--- config.mk ---
export PLATFORM = sky130hd
export DESIGN_NAME = vga_timing_gen
export DESIGN_NICKNAME = d
export VERILOG_FILES = /design/src/rtl/vga_pkg.sv /design/src/rtl/clk_en_div.sv /design/src/rtl/vga_timing_gen.sv
export SDC_FILE = /design/constraint.sdc
export NUM_CORES = 1
export LEC_CHECK = 0
export BUFFER_PORTS_ARGS = -buffer_cell sky130_fd_sc_hd__buf_2
export CAP_MARGIN = 20
export CORE_ASPECT_RATIO = 1.2
export CORE_MARGIN = 4
export CORE_UTILIZATION = 30
export CTS_BUF_LIST = sky130_fd_sc_hd__clkbuf_8 sky130_fd_sc_hd__clkbuf_16
export CTS_CLUSTER_SIZE = 12
export DETAILED_ROUTE_END_ITERATION = 7
export GPL_TIMING_DRIVEN = 0
export PLACE_DENSITY = 0.52
export SYNTH_ARGS = -nofsm -noshare
export SYNTH_HDL_FRONTEND = slang
export SYNTH_HIERARCHICAL = 1
export SYNTH_SLANG_ARGS = --single-unit
--- constraint.sdc ---
create_clock -name clk -period 2.5 [get_ports clk]
set_input_delay 0.5 -clock clk [delete_from_list [all_inputs] [get_ports clk]]
set_output_delay 0.5 -clock clk [all_outputs]
set_load 0.01 [all_outputs]
--- src/rtl/vga_pkg.sv ---
// vga_pkg: shared VGA timing types, standard 640x480 constants and helpers
package vga_pkg;
  typedef struct packed {
    int active;
    int fp;
    int sync;
    int bp;
  } vga_timing_t;
  localparam vga_timing_t VGA_640x480_H = '{active: 640, fp: 16, sync: 96, bp: 48};
  localparam vga_timing_t VGA_640x480_V = '{active: 480, fp: 10, sync: 2, bp: 33};
  function automatic int total(input vga_timing_t t);
    return t.active + t.fp + t.sync + t.bp;
  endfunction
endpackage

--- src/rtl/clk_en_div.sv ---
// clk_en_div: clock-enable divider, one tick every DIV enabled clocks
module clk_en_div #(
  parameter int DIV = 4,
  localparam int W = DIV > 1 ? $clog2(DIV) : 1
) (
  input  logic clk,
  input  logic reset,
  input  logic enable,
  output logic tick
);
  localparam logic [W-1:0] LAST = W'(DIV - 1);
  logic [W-1:0] cnt;
  assign tick = enable && cnt == LAST;
  // count enabled clocks, restart after the tick, hold while disabled
  always_ff @(posedge clk) begin
    if (reset) cnt <= '0;
    else if (tick) cnt <= '0;
    else if (enable) cnt <= cnt + W'(1);
  end
endmodule

--- src/rtl/vga_timing_gen.sv ---
// vga_timing_gen: parametrised VGA raster timing with pixel clock-enable
module vga_timing_gen
  import vga_pkg::*;
#(
  parameter int H_ACTIVE = VGA_640x480_H.active,
  parameter int H_FP     = VGA_640x480_H.fp,
  parameter int H_SYNC   = VGA_640x480_H.sync,
  parameter int H_BP     = VGA_640x480_H.bp,
  parameter int V_ACTIVE = VGA_640x480_V.active,
  parameter int V_FP     = VGA_640x480_V.fp,
  parameter int V_SYNC   = VGA_640x480_V.sync,
  parameter int V_BP     = VGA_640x480_V.bp,
  parameter bit H_POL    = 1'b0,
  parameter bit V_POL    = 1'b0,
  parameter int CLK_DIV  = 4,
  localparam int H_TOTAL = total(vga_timing_t'{H_ACTIVE, H_FP, H_SYNC, H_BP}),
  localparam int V_TOTAL = total(vga_timing_t'{V_ACTIVE, V_FP, V_SYNC, V_BP}),
  localparam int XW = $clog2(H_TOTAL),
  localparam int YW = $clog2(V_TOTAL)
) (
  input  logic          clk,
  input  logic          reset,
  input  logic          enable,
  output logic          pix_ce,
  output logic [XW-1:0] x,
  output logic [YW-1:0] y,
  output logic          active_video,
  output logic          hsync,
  output logic          vsync,
  output logic          line_start,
  output logic          frame_start
);
  localparam logic [XW-1:0] X_LAST = XW'(H_TOTAL - 1);
  localparam logic [XW-1:0] X_ACT  = XW'(H_ACTIVE);
  localparam logic [XW-1:0] HS_LO  = XW'(H_ACTIVE + H_FP);
  localparam logic [XW-1:0] HS_HI  = XW'(H_ACTIVE + H_FP + H_SYNC);
  localparam logic [YW-1:0] Y_LAST = YW'(V_TOTAL - 1);
  localparam logic [YW-1:0] Y_ACT  = YW'(V_ACTIVE);
  localparam logic [YW-1:0] VS_LO  = YW'(V_ACTIVE + V_FP);
  localparam logic [YW-1:0] VS_HI  = YW'(V_ACTIVE + V_FP + V_SYNC);
  if (H_ACTIVE < 1 || H_FP < 1 || H_SYNC < 1 || H_BP < 1 ||
      V_ACTIVE < 1 || V_FP < 1 || V_SYNC < 1 || V_BP < 1 || CLK_DIV < 1) begin : g_bad_cfg
    $error("vga_timing_gen: all timing parameters and CLK_DIV must be >= 1");
  end
  logic          tick;
  logic [XW-1:0] nx;
  logic [YW-1:0] ny;
  clk_en_div #(.DIV(CLK_DIV)) u_div (
    .clk   (clk),
    .reset (reset),
    .enable(enable),
    .tick  (tick)
  );
  // next raster position: column wraps at line end, line steps only on that wrap
  always_comb begin
    nx = (x == X_LAST) ? '0 : x + XW'(1);
    ny = (x != X_LAST) ? y : (y == Y_LAST) ? '0 : y + YW'(1);
  end
  // position and decoded outputs move together on the pixel tick, hold otherwise
  always_ff @(posedge clk) begin
    if (reset) begin
      x            <= X_LAST;
      y            <= Y_LAST;
      pix_ce       <= 1'b0;
      active_video <= 1'b0;
      line_start   <= 1'b0;
      frame_start  <= 1'b0;
      hsync        <= ~H_POL;
      vsync        <= ~V_POL;
    end else begin
      pix_ce <= tick;
      if (tick) begin
        x            <= nx;
        y            <= ny;
        active_video <= nx < X_ACT && ny < Y_ACT;
        line_start   <= nx == '0;
        frame_start  <= nx == '0 && ny == '0;
        hsync        <= (nx >= HS_LO && nx < HS_HI) ? H_POL : ~H_POL;
        vsync        <= (ny >= VS_LO && ny < VS_HI) ? V_POL : ~V_POL;
      end
    end
  end
endmodule
==> results of run 1 <==
flip-flops by register name (all words and copies together) (netlist names):
| signal | count |
|---|---|
| pix_ce | 1 |
| x | 10 |
| y | 10 |
| frame_start | 1 |
| hsync | 1 |
| active_video | 1 |
| vsync | 1 |
| line_start | 1 |
| u_div/cnt | 2 |
critical path, stage by stage, from the launching register on:
cell and delay [ns]:
dfxtp_2 0.41, ha_2 0.26, and4_1 0.20, buf_2 0.16, and3_1 0.22, buf_6 0.16, a41oi_1 0.13, or4_1 0.53
o31ai_2 0.19
path summary, 6_finish.rpt:
path	from	end	slack [ns]	cells past startpoint
hold / removal	reset	u_div/cnt[0]	0.43	2
setup reg to reg	x[0]	frame_start	0.16	8
hold reg to reg	u_div/cnt[1]	u_div/cnt[1]	0.48	2
setup / recovery	x[0]	frame_start	0.16	8
timing repair:
item / CTS / global route
setup endpoints to repair: 1 / 4
resized for setup: 1 / 5
hold buffers: 0 / 0
through the flow:
stage | total power, uW | instances
6_report | 918.6 | 365
5_1_grt | 958.2 | 365
4_1_cts | 934.3 | 365
3_5_place_dp | 557.4 | 361
3_3_place_gp | 556.9 | 361
2_1_floorplan | 531.4 | 251
area by class of cell:
| type | instances | area share |
|---|---|---|
| Tap cell | 82 | 0.04505 |
| Sequential cell | 28 | 0.2473 |
| Buffer | 18 | 0.04835 |
| Timing Repair Buffer | 28 | 0.06154 |
| Inverter | 10 | 0.01648 |
| Multi-Input combinational cell | 195 | 0.5500 |
| Clock inverter | 1 | 0.01319 |
| Clock buffer | 3 | 0.01813 |
Yosys cell counts (3+ instances only):
cell      count
dfxtp_1      28
nor2_1       27
nand2_1      24
a21oi_1      16
xnor2_1      15
nand3_1      14
o21ai_0      14
inv_1         9
nor3_1        9
buf_2         7
clkbuf_1      6
a211oi_1      4
and2_1        4
and3_1        4
buf_6         4
ha_1          4
nand2b_1      4
mux2i_1       3
nand4_1       3
or4_1         3
xor2_1        3
power groups by stage:
stage	combinational, uW	clock (uW)	sequential [uW]
floorplan	64.4	0	467
global placement	90.5	0	466
detailed placement	90.8	0	467
CTS	91.5	386	456
global route	102	399	457
finish	91.3	371	456
per-layer routing:
| layer | part of all wire | wire length, um | global-route usage |
|---|---|---|---|
| met1 | 0.47 | 2427 | 0.1720 |
| met2 | 0.49 | 2536 | 0.2500 |
| met3 | 0.040 | 209 | 0.01685 |
| met4 | 0.0044 | 23 | 0.02817 |
| met5 | 0 | 0 | 0 |
logic make-up (layout without fill, tap and decap cells):
kind of cell,after synthesis,count (layout),synth area share
adders and majority gates,4,4,0.02577
xor gates and xnor gates,18,18,0.08119
buffers and inverters,28,60,0.07602
AOI/OAI and AO/OA,59,59,0.2030
muxes,3,3,0.01546
DFF,28,28,0.2887
and+or+nand+nor,111,111,0.3099
==> impl_summary.log, run 1 <==
[metrics] Syn Inst Count: 251
[metrics] Power per Cell Area: a little over 400 nW/um2
[metrics] Slew headroom: 0.6480
[metrics] vias per cell: a little over 5
[metrics] number of setup violations in the final report: 0
[metrics] Final WS setup: about 0.16 ns
[metrics] deepest level of the CTS H-tree: 1
[metrics] switching share of total power: 0.2380
[metrics] Detailed Route Iter0 Violations: between 100 and 150
[metrics] most common cell after layout, fill and taps aside: buf_2
[metrics] buffer cell driving the clock tree root: clkbuf_8
[metrics] switching power: ~220 uW
[metrics] maximum number of pins on one net before global-route repair: 17
[metrics] EDFF count, synth: 0
[metrics] proportion of register bits with asynchronous set or reset after synthesis: 0
[metrics] overall global routing resource usage: 0.1377
[metrics] 1st-pass router iterations: 4
[metrics] cell type with the largest total area after synthesis: dfxtp_1
[metrics] Critical Path End Type: flip-flop
[metrics] Die W: just over 80 um
[metrics] number of sinks on the clock net: 28
[metrics] Worst EP arrival: approximately 2.6 ns
[metrics] full die area: ~7800 um2
[metrics] clock-pin transition on the worst setup and hold timing paths: ~0.11 ns
[metrics] Layout Cell Area excl Fill: 2277 um2
[metrics] synth top area cells: dfxtp_1 29%, xnor2_1 6.8%, nor2_1 5.2%, nand2_1 4.6%, a21oi_1 4.1%
[metrics] Slew @ Worst Pin: approximately 0.53 ns
[metrics] Data required, critical path: between 2 and 3 ns
[metrics] Site Rows: 31
[metrics] synthesis-to-layout area growth: 17.27%
[metrics] number of antenna-violating nets in the routed design: 0
[metrics] worst skew pair latency: between 0.2 and 0.3 ns
[metrics] setup bufs post-CTS: 0
[metrics] CP Launch Type: flip-flop
[metrics] first-pass GRT wire length: approximately 8500 um
[metrics] Critical Setup Path Class: flip-flop to flip-flop
[metrics] initial antenna violation count: 0
[metrics] count of buffers from port buffering: 28
[metrics] area of the mapped netlist: 1942 um2
[metrics] total CTS buffers: 3
[metrics] TNS Setup: 0 ns
[metrics] DP Area: about 2200 um2
[metrics] unrepaired setup endpoints after global routing: false
[metrics] initial core utilization: 0.3149
[metrics] Max Cap Viol: 0
[metrics] HPWL after detailed placement: approximately 3900 um
[metrics] top fanout value on the critical path: 10
[metrics] number of max-slew violations in the final report: 0
[metrics] worst setup timing slack at the placement stage: ~0.012 ns
[metrics] final WL: 5197 um
[metrics] vias in the first global route: between 1.5k and 2k
[metrics] path type of the worst min-delay path: primary input to flip-flop
[metrics] number of hold violations in the final report: 0
[metrics] Ports: 29
[metrics] internal cell power: about 700 uW
[metrics] clock tree from TritonCTS: built
[metrics] GP Congestion: slightly below 0.8
[metrics] maximum clock rate: ~0.43 GHz
[metrics] Antenna diodes: 0
[metrics] Core ar.: 6167 um2
[metrics] Most used DFF post-synth: dfxtp_1
[metrics] number of register bits inferred by synthesis: 28
[metrics] multi-input logic area: around 1300 um2
[metrics] Synth cell types: 57
[metrics] smallest hold slack: ~0.43 ns
[metrics] share of the synthesized area in the top cell type: 0.2887
[metrics] proportion of power drawn by combinational gates: 0.099
[metrics] Leakage: approximately 0.00088 uW
[metrics] fraction of power consumed by sequential logic: 0.497
[metrics] Die Height: 96.14 um
[metrics] remaining design rule violation count: 0
[metrics] post-route fraction of the period consumed by the critical path: 0.9371
[metrics] status: complete, no violations
[metrics] largest buffer count on any clock path: 2
[metrics] sequential area share after synthesis: 0.2887
[metrics] Clock power frac: 0.404
[metrics] number of vias in the routed layout: ~1.9k
[metrics] post-layout util: 0.3692
[metrics] number of nets in the layout: 291
[metrics] IR drop worst, VDD: 0.3199 mV
[metrics] net count of the mapped netlist: around 260
[metrics] average instance area after synthesis: 7.737 um2
[metrics] WL/cell: approximately 14 um
[metrics] fin crit period: between 2 and 2.5 ns
[metrics] total global routing overflow: 0
[metrics] top library cells by usage in the layout, fill and taps aside: 35 x buf_2, 27 x nor2_1, 26 x dfxtp_1
[metrics] fraction of final layout cells sized beyond drive strength 1: 0.2155
[metrics] count of warnings emitted by yosys: 6
[metrics] flip-flop and latch area: roughly 560 um2
[metrics] setup skew after layout: around 0.0044 ns
[metrics] filler cell count: 657
Note: power is estimated with default switching activity, not from simulation.
==> run 2: changes to the inputs <==
--- a/config.mk
+++ b/config.mk
@@ -5,6 +5,7 @@
 export SDC_FILE = /design/constraint.sdc
 export NUM_CORES = 1
 export LEC_CHECK = 0
+export ABC_AREA = 1
 export BUFFER_PORTS_ARGS = -buffer_cell sky130_fd_sc_hd__buf_2
 export CAP_MARGIN = 20
 export CORE_ASPECT_RATIO = 1.2
@@ -14,7 +15,8 @@
 export CTS_CLUSTER_SIZE = 12
 export DETAILED_ROUTE_END_ITERATION = 7
 export GPL_TIMING_DRIVEN = 0
-export PLACE_DENSITY = 0.52
+export PLACE_DENSITY = 0.53
+export SLEW_MARGIN = 20
 export SYNTH_ARGS = -nofsm -noshare
 export SYNTH_HDL_FRONTEND = slang
 export SYNTH_HIERARCHICAL = 1
==> run 2 against run 1 <==
  * Clock power down 1%
  * Combinational power up 120%
  * Die area down 6.9%
  * Critical path depth up 2
  * Power up 12%
  * Sequential power up 2%
  * Final cell count up 8.2%
  * Clock-buffer cell count unchanged
  * Hold slack better by 0.045 ns
  * Routed wire length down 5.0%
  * Critical path type unchanged
  * Critical endpoint unchanged
==> impl_summary.log, run 2 <==
[metrics] maximum number of pins on one net before global-route repair: 17 (unchanged)
[metrics] 1st-pass router iterations: 4 (unchanged)
[metrics] filler cell count: 664 (+1.1%)
[metrics] Syn Inst Count: 283 (+13%)
[metrics] Hold Buf Count CTS: 0 (unchanged)
[metrics] Site Rows: 30 (-3.2%)
[metrics] total global routing overflow: 0 (unchanged)
[metrics] initial antenna violation count: 0 (unchanged)
[metrics] vias per cell: 4.648 (-9.3%)
[metrics] most frequent cell after synthesis: nand2_1
[metrics] path type of the worst min-delay path: flip-flop to flip-flop
[metrics] clock-pin transition on the worst setup and hold timing paths: 0.11 ns (about the same)
[metrics] full die area: 7287 um2 (-6.9%)
[metrics] vias in the first global route: 1841 (+4.0%)
[metrics] Worst path max stage delay: 0.48 ns (-0.05 ns)
[metrics] first-pass GRT wire length: 8535 um (+0.33%)
[metrics] sequential area share after synthesis: 0.3124 (+0.02375)
[metrics] count of buffers from port buffering: 28 (unchanged)
[metrics] GP Congestion: 0.8976 (+14%)
[metrics] cell count of the worst reg-to-reg path: 10 (+2)
[metrics] number of cells upsized or downsized after cts: 0 (-1)
[metrics] unrepaired setup endpoints after global routing: false
[metrics] fraction of final layout cells sized beyond drive strength 1: 0.1714 (-0.04412)
[metrics] Data required, critical path: 2.72 ns (+0.02 ns)
[metrics] net count of the mapped netlist: 290 (+12%)
[metrics] number of register bits inferred by synthesis: 28 (unchanged)
[metrics] number of sinks on the clock net: 28 (unchanged)
[metrics] CP Launch Type: flip-flop
[metrics] top fanout value on the critical path: 10 (unchanged)
[metrics] IR drop worst, VDD: 0.2187 mV (-32%)
[metrics] most common cell after layout, fill and taps aside: nand2_1
[metrics] remaining design rule violation count: 0 (unchanged)
[metrics] Detailed Route Iter0 Violations: 75 (-31%)
[metrics] most numerous cell types in the synthesized netlist: 72 x nand2_1, 37 x inv_1, 28 x dfxtp_1, 27 x nor2_1, 25 x nand3_1
[metrics] Die W: 78.60 um (-3.5%)
[metrics] Most used DFF post-synth: dfxtp_1
[metrics] Critical Path End Type: flip-flop
[metrics] number of cells on the worst hold path: 2 (unchanged)
[metrics] Core ar.: 5743 um2 (-6.9%)
[metrics] Critical Path Most Common Cell: nand3_1
[metrics] final WL: 4936 um (-5.0%)
[metrics] Max Cap Viol: 0 (unchanged)
[metrics] Slew @ Worst Pin: 0.5851 ns (+0.05713 ns)
[metrics] Leakage: 0.001069 uW (+21%)
[metrics] Critical Setup Path Class: flip-flop to flip-flop
[metrics] number of antenna-violating nets in the routed design: 0 (unchanged)
[metrics] Slew headroom: 0.6100 (-0.03809)
[metrics] Antenna diodes: 0 (unchanged)
[metrics] WL/cell: 12.50 um (-12%)
[metrics] Ports: 29 (unchanged)
[metrics] overall global routing resource usage: 0.1449 (+0.007141)
[metrics] initial core utilization: 0.3124 (-0.002453)
[metrics] Power per Cell Area: 490.0 nW/um2 (+21%)
[metrics] status: complete, no violations
[metrics] setup skew after layout: 0.01435 ns (+0.009961 ns)
[metrics] Critical-path top delay cell: dfxtp_1
[metrics] number of nets in the layout: 323 (+11%)
[metrics] count of warnings emitted by yosys: 6 (unchanged)
[metrics] clock tree from TritonCTS: built
[metrics] TNS Setup: 0 ns (unchanged)
[metrics] synth top area cells: dfxtp_1 31%, nand2_1 15%, inv_1 7.7%, nand3_1 7.0%, a21oi_1 5.9%
[metrics] smallest hold slack: 0.4720 ns (+0.04509 ns)
[metrics] average instance area after synthesis: 6.340 um2 (-18%)
[metrics] top library cells by usage in the layout, fill and taps aside: 72 x nand2_1, 37 x inv_1, 29 x buf_2
[metrics] deepest level of the CTS H-tree: 1 (unchanged)
[metrics] proportion of register bits with asynchronous set or reset after synthesis: 0 (unchanged)
[metrics] Power, Total: 1032 uW (+12%)
[metrics] synthesis-to-layout area growth: 17.36% (about the same)
[metrics] Die Height: 92.72 um (-3.6%)
[metrics] HPWL after detailed placement: 3818 um (-1.5%)
[metrics] buffer cell driving the clock tree root: clkbuf_8
[metrics] number of hold violations in the final report: 0 (unchanged)
[metrics] maximum clock rate: 0.4828 GHz (+13%)
[metrics] number of vias in the routed layout: 1836 (-1.9%)
[metrics] total CTS buffers: 3 (unchanged)
[metrics] post-route fraction of the period consumed by the critical path: 0.8286 (-0.1085)
[metrics] Synth cell types: 29 (-49%)
[metrics] EDFF count, synth: 0 (unchanged)
[metrics] fin crit period: 2.071 ns (-0.2712 ns)
[metrics] critical path, cell by cell: ha_1 > nand2_2 > nor2_4 > nand4_4 > buf_6 > a21oi_1 > nand3_1 > nor2_2 > nand3_1 > a21oi_2
[metrics] share of the synthesized area in the top cell type: 0.3124 (+0.02375)
[metrics] Regs by FF count: x: 10 flops, y: 10 flops, u_div/cnt: 2 flops
[metrics] worst skew pair latency: 0.28 ns (about the same)
[metrics] area of the mapped netlist: 1794 um2 (-7.6%)
[metrics] Worst EP arrival: 2.30 ns (-0.25 ns)
[metrics] number of max-slew violations in the final report: 0 (unchanged)
[metrics] setup bufs post-CTS: 0 (unchanged)
[metrics] number of setup violations in the final report: 0 (unchanged)
[metrics] cell type with the largest total area after synthesis: dfxtp_1
[metrics] largest buffer count on any clock path: 2 (unchanged)
## run 2: cell count changes after synthesis, moves of 4 or more
cell,before,now
nand3_1,14,25
buf_2,7,1
inv_1,9,37
xnor2_1,15,0
nand2_2,0,8
and3_1,4,0
nand2_1,24,72
nand2b_1,4,0
nand4_1,3,7
a21oi_1,16,21
nor3_1,9,3
## run 2: cell families after synthesis
kind of cell,synth area share
buf+inv,0.1116
xor+xnor,0.009765
compound gates,0.1548
fa+ha+maj,0.02790
flops,0.3124
simple gates,0.3835
## run 2: worst paths after layout
kind | from | endpoint | slack [ns]
min | active_video | active_video | 0.47
max | x[0] | frame_start | 0.43
max reg2reg | x[0] | frame_start | 0.43
min reg2reg | active_video | active_video | 0.47
## run 2: metal layers
metal / GRT usage / part of all wire / up-vias
met5: 0 / 0 / -
met4: 0.03207 / 0.0093 / 0
met3: 0.02432 / 0.034 / 4
met2: 0.2620 / 0.50 / 27
met1: 0.1772 / 0.46 / 825
li1: - / - / 980
## run 2: worst max-delay path: cells and delay by family, from the launching register on
| kind | cells | cell delay (ns) |
|---|---|---|
| AO/OA/AOI/OAI | 2 | 0.30 |
| adder cells (fa/ha/maj) | 1 | 0.23 |
| buffers and inverters | 1 | 0.19 |
| flip-flops | 1 | 0.48 |
| AND/OR/NAND/NOR | 6 | 0.81 |
## run 2: cell type report
cell class              count  area, um2  area share
multi-input cells         206       1033      0.4908
inverters                  40      150.1     0.07130
plain buffers               9      50.05     0.02377
clock buffers               3      41.29     0.01961
clock inverters             1      30.03     0.01426
repair buffers             28      140.1     0.06655
well taps                  80      100.1     0.04753
flip-flops and latches     28      560.5      0.2662
## run 2: power by group
part	leakage, uW	switching, uW	internal (uW)
registers	0.000227	11.3	455
clock network	0.0000357	151	215
logic	0.000807	130	69.6
total	0.00107	292	740
## run 2: metrics by stage
| stage | cell area, um2 | util | worst slack, ns | cells |
|---|---|---|---|---|
| 2_1_floorplan | 1794 | - | 0.6876 | 283 |
| 4_1_cts | 2106 | 0.3667 | 0.3840 | 395 |
| 3_3_place_gp | 2034 | 0.3542 | 0.4213 | 391 |
| 3_5_place_dp | 2034 | 0.3542 | 0.4023 | 391 |
| 5_1_grt | 2106 | 0.3667 | 0.2262 | 395 |
| 6_report | 2106 | 0.3667 | 0.4286 | 395 |
==> run 3: changes to the inputs <==
--- a/config.mk
+++ b/config.mk
@@ -15,7 +15,7 @@
 export CTS_CLUSTER_SIZE = 12
 export DETAILED_ROUTE_END_ITERATION = 7
 export GPL_TIMING_DRIVEN = 0
-export PLACE_DENSITY = 0.53
+export PLACE_DENSITY = 0.54
 export SLEW_MARGIN = 20
 export SYNTH_ARGS = -nofsm -noshare
 export SYNTH_HDL_FRONTEND = slang
==> constraint.sdc (replaced) <==
create_clock -name clk -period 1.7 [get_ports clk]
set_input_delay 0.34 -clock clk [delete_from_list [all_inputs] [get_ports clk]]
set_output_delay 0.34 -clock clk [all_outputs]
set_load 0.01 [all_outputs]
==> run 3 against run 2 <==
  * The flow now finishes with violations (negative setup slack)
  * Flip-flop and latch count did not move
  * Sequential share of layout area decreased by 2.7 points
  * Worst setup slack lost 0.51 ns
  * Final area is 15% higher
  * Critical path type unchanged
  * First-iteration DRC count grew 15%
==> impl_summary.log, run 3 (same netlist as run 2, synthesis figures left out) <==
[metrics] Hold Buf Count CTS: 0 (unchanged)
[metrics] post-route fraction of the period consumed by the critical path: 1.051 (+0.2220)
[metrics] maximum clock rate: 0.5599 GHz (+16%)
[metrics] number of hold violations in the final report: 0 (unchanged)
[metrics] Ports: 29 (unchanged)
[metrics] post-layout util: 0.4211 (+0.05447)
[metrics] Data required, critical path: 1.90 ns (-0.82 ns)
[metrics] largest buffer count on any clock path: 2 (unchanged)
[metrics] filler cell count: 630 (-5.1%)
[metrics] initial antenna violation count: 0 (unchanged)
[metrics] proportion of power drawn by combinational gates: 0.272 (+0.079)
[metrics] Detailed Route Iter0 Violations: 86 (+15%)
[metrics] Leakage: 0.001194 uW (+12%)
[metrics] Die Height: 92.72 um (unchanged)
[metrics] switching share of total power: 0.3108 (+0.02748)
[metrics] fraction of power consumed by sequential logic: 0.423 (-0.029)
[metrics] Critical Setup Path Class: flip-flop to flip-flop
[metrics] full die area: 7287 um2 (unchanged)
[metrics] remaining design rule violation count: 0 (unchanged)
[metrics] family of cells with the greatest summed delay on the critical path: simple AND/OR/NAND/NOR gates
[metrics] Critical Path End Type: flip-flop
[metrics] total CTS buffers: 3 (unchanged)
[metrics] synthesis-to-layout area growth: 34.80%
[metrics] path type of the worst min-delay path: primary input to flip-flop
[metrics] GP Congestion: 0.9109 (+1.5%)
[metrics] clock-pin transition on the worst setup and hold timing paths: 0.11 ns (about the same)
[metrics] number of setup violations in the final report: 3 (+3)
[metrics] total global routing overflow: 0 (unchanged)
[metrics] DP Area: 2042 um2 (+0.37%)
[metrics] initial core utilization: 0.3124 (unchanged)
[metrics] worst skew pair latency: 0.29 ns (about the same)
[metrics] number of antenna-violating nets in the routed design: 0 (unchanged)
[metrics] vias in the first global route: 1862 (+1.1%)
[metrics] final WL: 5223 um (+5.8%)
[metrics] fraction of final layout cells sized beyond drive strength 1: 0.3394 (+0.1680)
[metrics] vias per cell: 4.793 (+3.1%)
[metrics] Worst path max stage delay: 0.38 ns (-0.10 ns)
[metrics] IR drop worst, VDD: 0.3361 mV (+54%)
[metrics] Clock power frac: 0.305 (-0.049)
[metrics] Core ar.: 5743 um2 (unchanged)
[metrics] buffer cell driving the clock tree root: clkbuf_8
[metrics] Antenna diodes: 0 (unchanged)
[metrics] Regs by FF count: x: 10 flops, y: 10 flops, u_div/cnt: 2 flops
[metrics] number of vias in the routed layout: 1965 (+7.0%)
[metrics] setup skew after layout: 0.01234 ns (-0.002010 ns)
[metrics] internal cell power: 1112 uW (+50%)
[metrics] CP Launch Type: flip-flop
[metrics] WL/cell: 12.74 um (+1.9%)
[metrics] first-pass GRT wire length: 8735 um (+2.3%)
[metrics] top fanout value on the critical path: 5 (-5)
[metrics] fin crit period: 1.786 ns (-0.2855 ns)
[metrics] count of buffers from port buffering: 28 (unchanged)
[metrics] Final WS setup: -0.08589 ns (-0.5145 ns)
[metrics] status: complete, but fails checks
[metrics] Max Cap Viol: 0 (unchanged)
[metrics] number of sinks on the clock net: 28 (unchanged)
[metrics] most common cell after layout, fill and taps aside: nand2_1
[metrics] Slew @ Worst Pin: 0.5951 ns (+0.009990 ns)
[metrics] violated checks: negative setup slack
[metrics] Buf/Inv on CP: 2 (+1)
[metrics] clock tree from TritonCTS: built
[metrics] maximum number of pins on one net before global-route repair: 17 (unchanged)
[metrics] switching power: 501.6 uW (+72%)
[metrics] Worst EP arrival: 1.98 ns (-0.32 ns)
[metrics] Critical-path top delay cell: dfxtp_4
[metrics] deepest level of the CTS H-tree: 1 (unchanged)
[metrics] HPWL after detailed placement: 3798 um (-0.53%)
[metrics] Slew headroom: 0.6033 (-0.006660)
[metrics] Site Rows: 30 (unchanged)
[metrics] critical path, cell by cell: ha_4 > nand2_4 > nor2_4 > inv_2 > nor2_4 > buf_6 > nand3_2 > nand2_2 > nand3_2 > nor2_2 > nand2_1 > o21ai_1 > nand2_1
[metrics] number of nets in the layout: 338 (+4.6%)
[metrics] 1st-pass router iterations: 4 (unchanged)
[metrics] Power, Total: 1614 uW (+56%)
[metrics] Power per Cell Area: 667.3 nW/um2 (+36%)
[metrics] Die W: 78.60 um (unchanged)
[metrics] overall global routing resource usage: 0.1499 (+0.005007)
[metrics] number of max-slew violations in the final report: 0 (unchanged)
[metrics] Layout Cell Area excl Fill: 2419 um2 (+15%)
[metrics] unrepaired setup endpoints after global routing: true
[metrics] top library cells by usage in the layout, fill and taps aside: 65 x nand2_1, 35 x inv_1, 30 x buf_2
run 3: cell type report:
type | instances | area (um2) | share of cell area
Buffer | 9 | 57.56 | 0.02380
Tap cell | 80 | 100.1 | 0.04139
Clock buffer | 4 | 66.31 | 0.02742
Inverter | 40 | 153.9 | 0.06363
Multi-Input combinational cell | 206 | 1186 | 0.4904
Sequential cell | 28 | 578.1 | 0.2390
Timing Repair Buffer | 43 | 276.5 | 0.1143
run 3: worst register-to-register path, delay by kind of cell, from the launching register on:
family	cells	cell delay, ns
flops	1	0.38
buf+inv	2	0.22
simple gates	9	0.82
fa+ha+maj	1	0.15
compound gates	1	0.14
run 3: per-stage QoR:
stage / hold slack, ns / setup TNS (ns) / setup slack (ns) / instances
2_1_floorplan: 0.4497 / 0 / 0.02264 / 283
3_3_place_gp: 0.4493 / -0.8976 / -0.2245 / 391
3_5_place_dp: 0.4570 / -0.9046 / -0.2254 / 391
4_1_cts: 0.3269 / -0.1242 / -0.05854 / 404
5_1_grt: 0.3497 / -1.448 / -0.2029 / 410
6_report: 0.3276 / -0.1502 / -0.08589 / 410
run 3: power groups by stage:
stage / Combinational (uW) / Sequential, uW / Clock, uW
6_report: 439 / 683 / 492
5_1_grt: 479 / 686 / 526
4_1_cts: 397 / 683 / 502
3_5_place_dp: 297 / 700 / 0
3_3_place_gp: 295 / 700 / 0
2_1_floorplan: 219 / 702 / 0
run 3: worst paths after layout:
kind	startpoint	end	slack [ns]	cells past startpoint
hold reg to reg	active_video	active_video	0.48	2
hold / removal	enable	u_div/cnt[1]	0.33	3
setup reg to reg	x[0]	vsync	-0.09	13
setup / recovery	x[0]	vsync	-0.09	13
run 3: repair_timing:
item,in CTS,in global routing
pin swaps,15,13
gates resized for setup,32,25
buffers inserted,7,6
setup endpoints to repair,16,20
cloned,2,0
run 3: layer usage:
metal | track usage | wire (um) | vias to the layer above
met4 | 0.06268 | 114 | 0
met1 | 0.1908 | 2351 | 888
met2 | 0.2493 | 2484 | 51
li1 | - | - | 1013
met3 | 0.02335 | 272 | 13
met5 | 0 | 0 | -
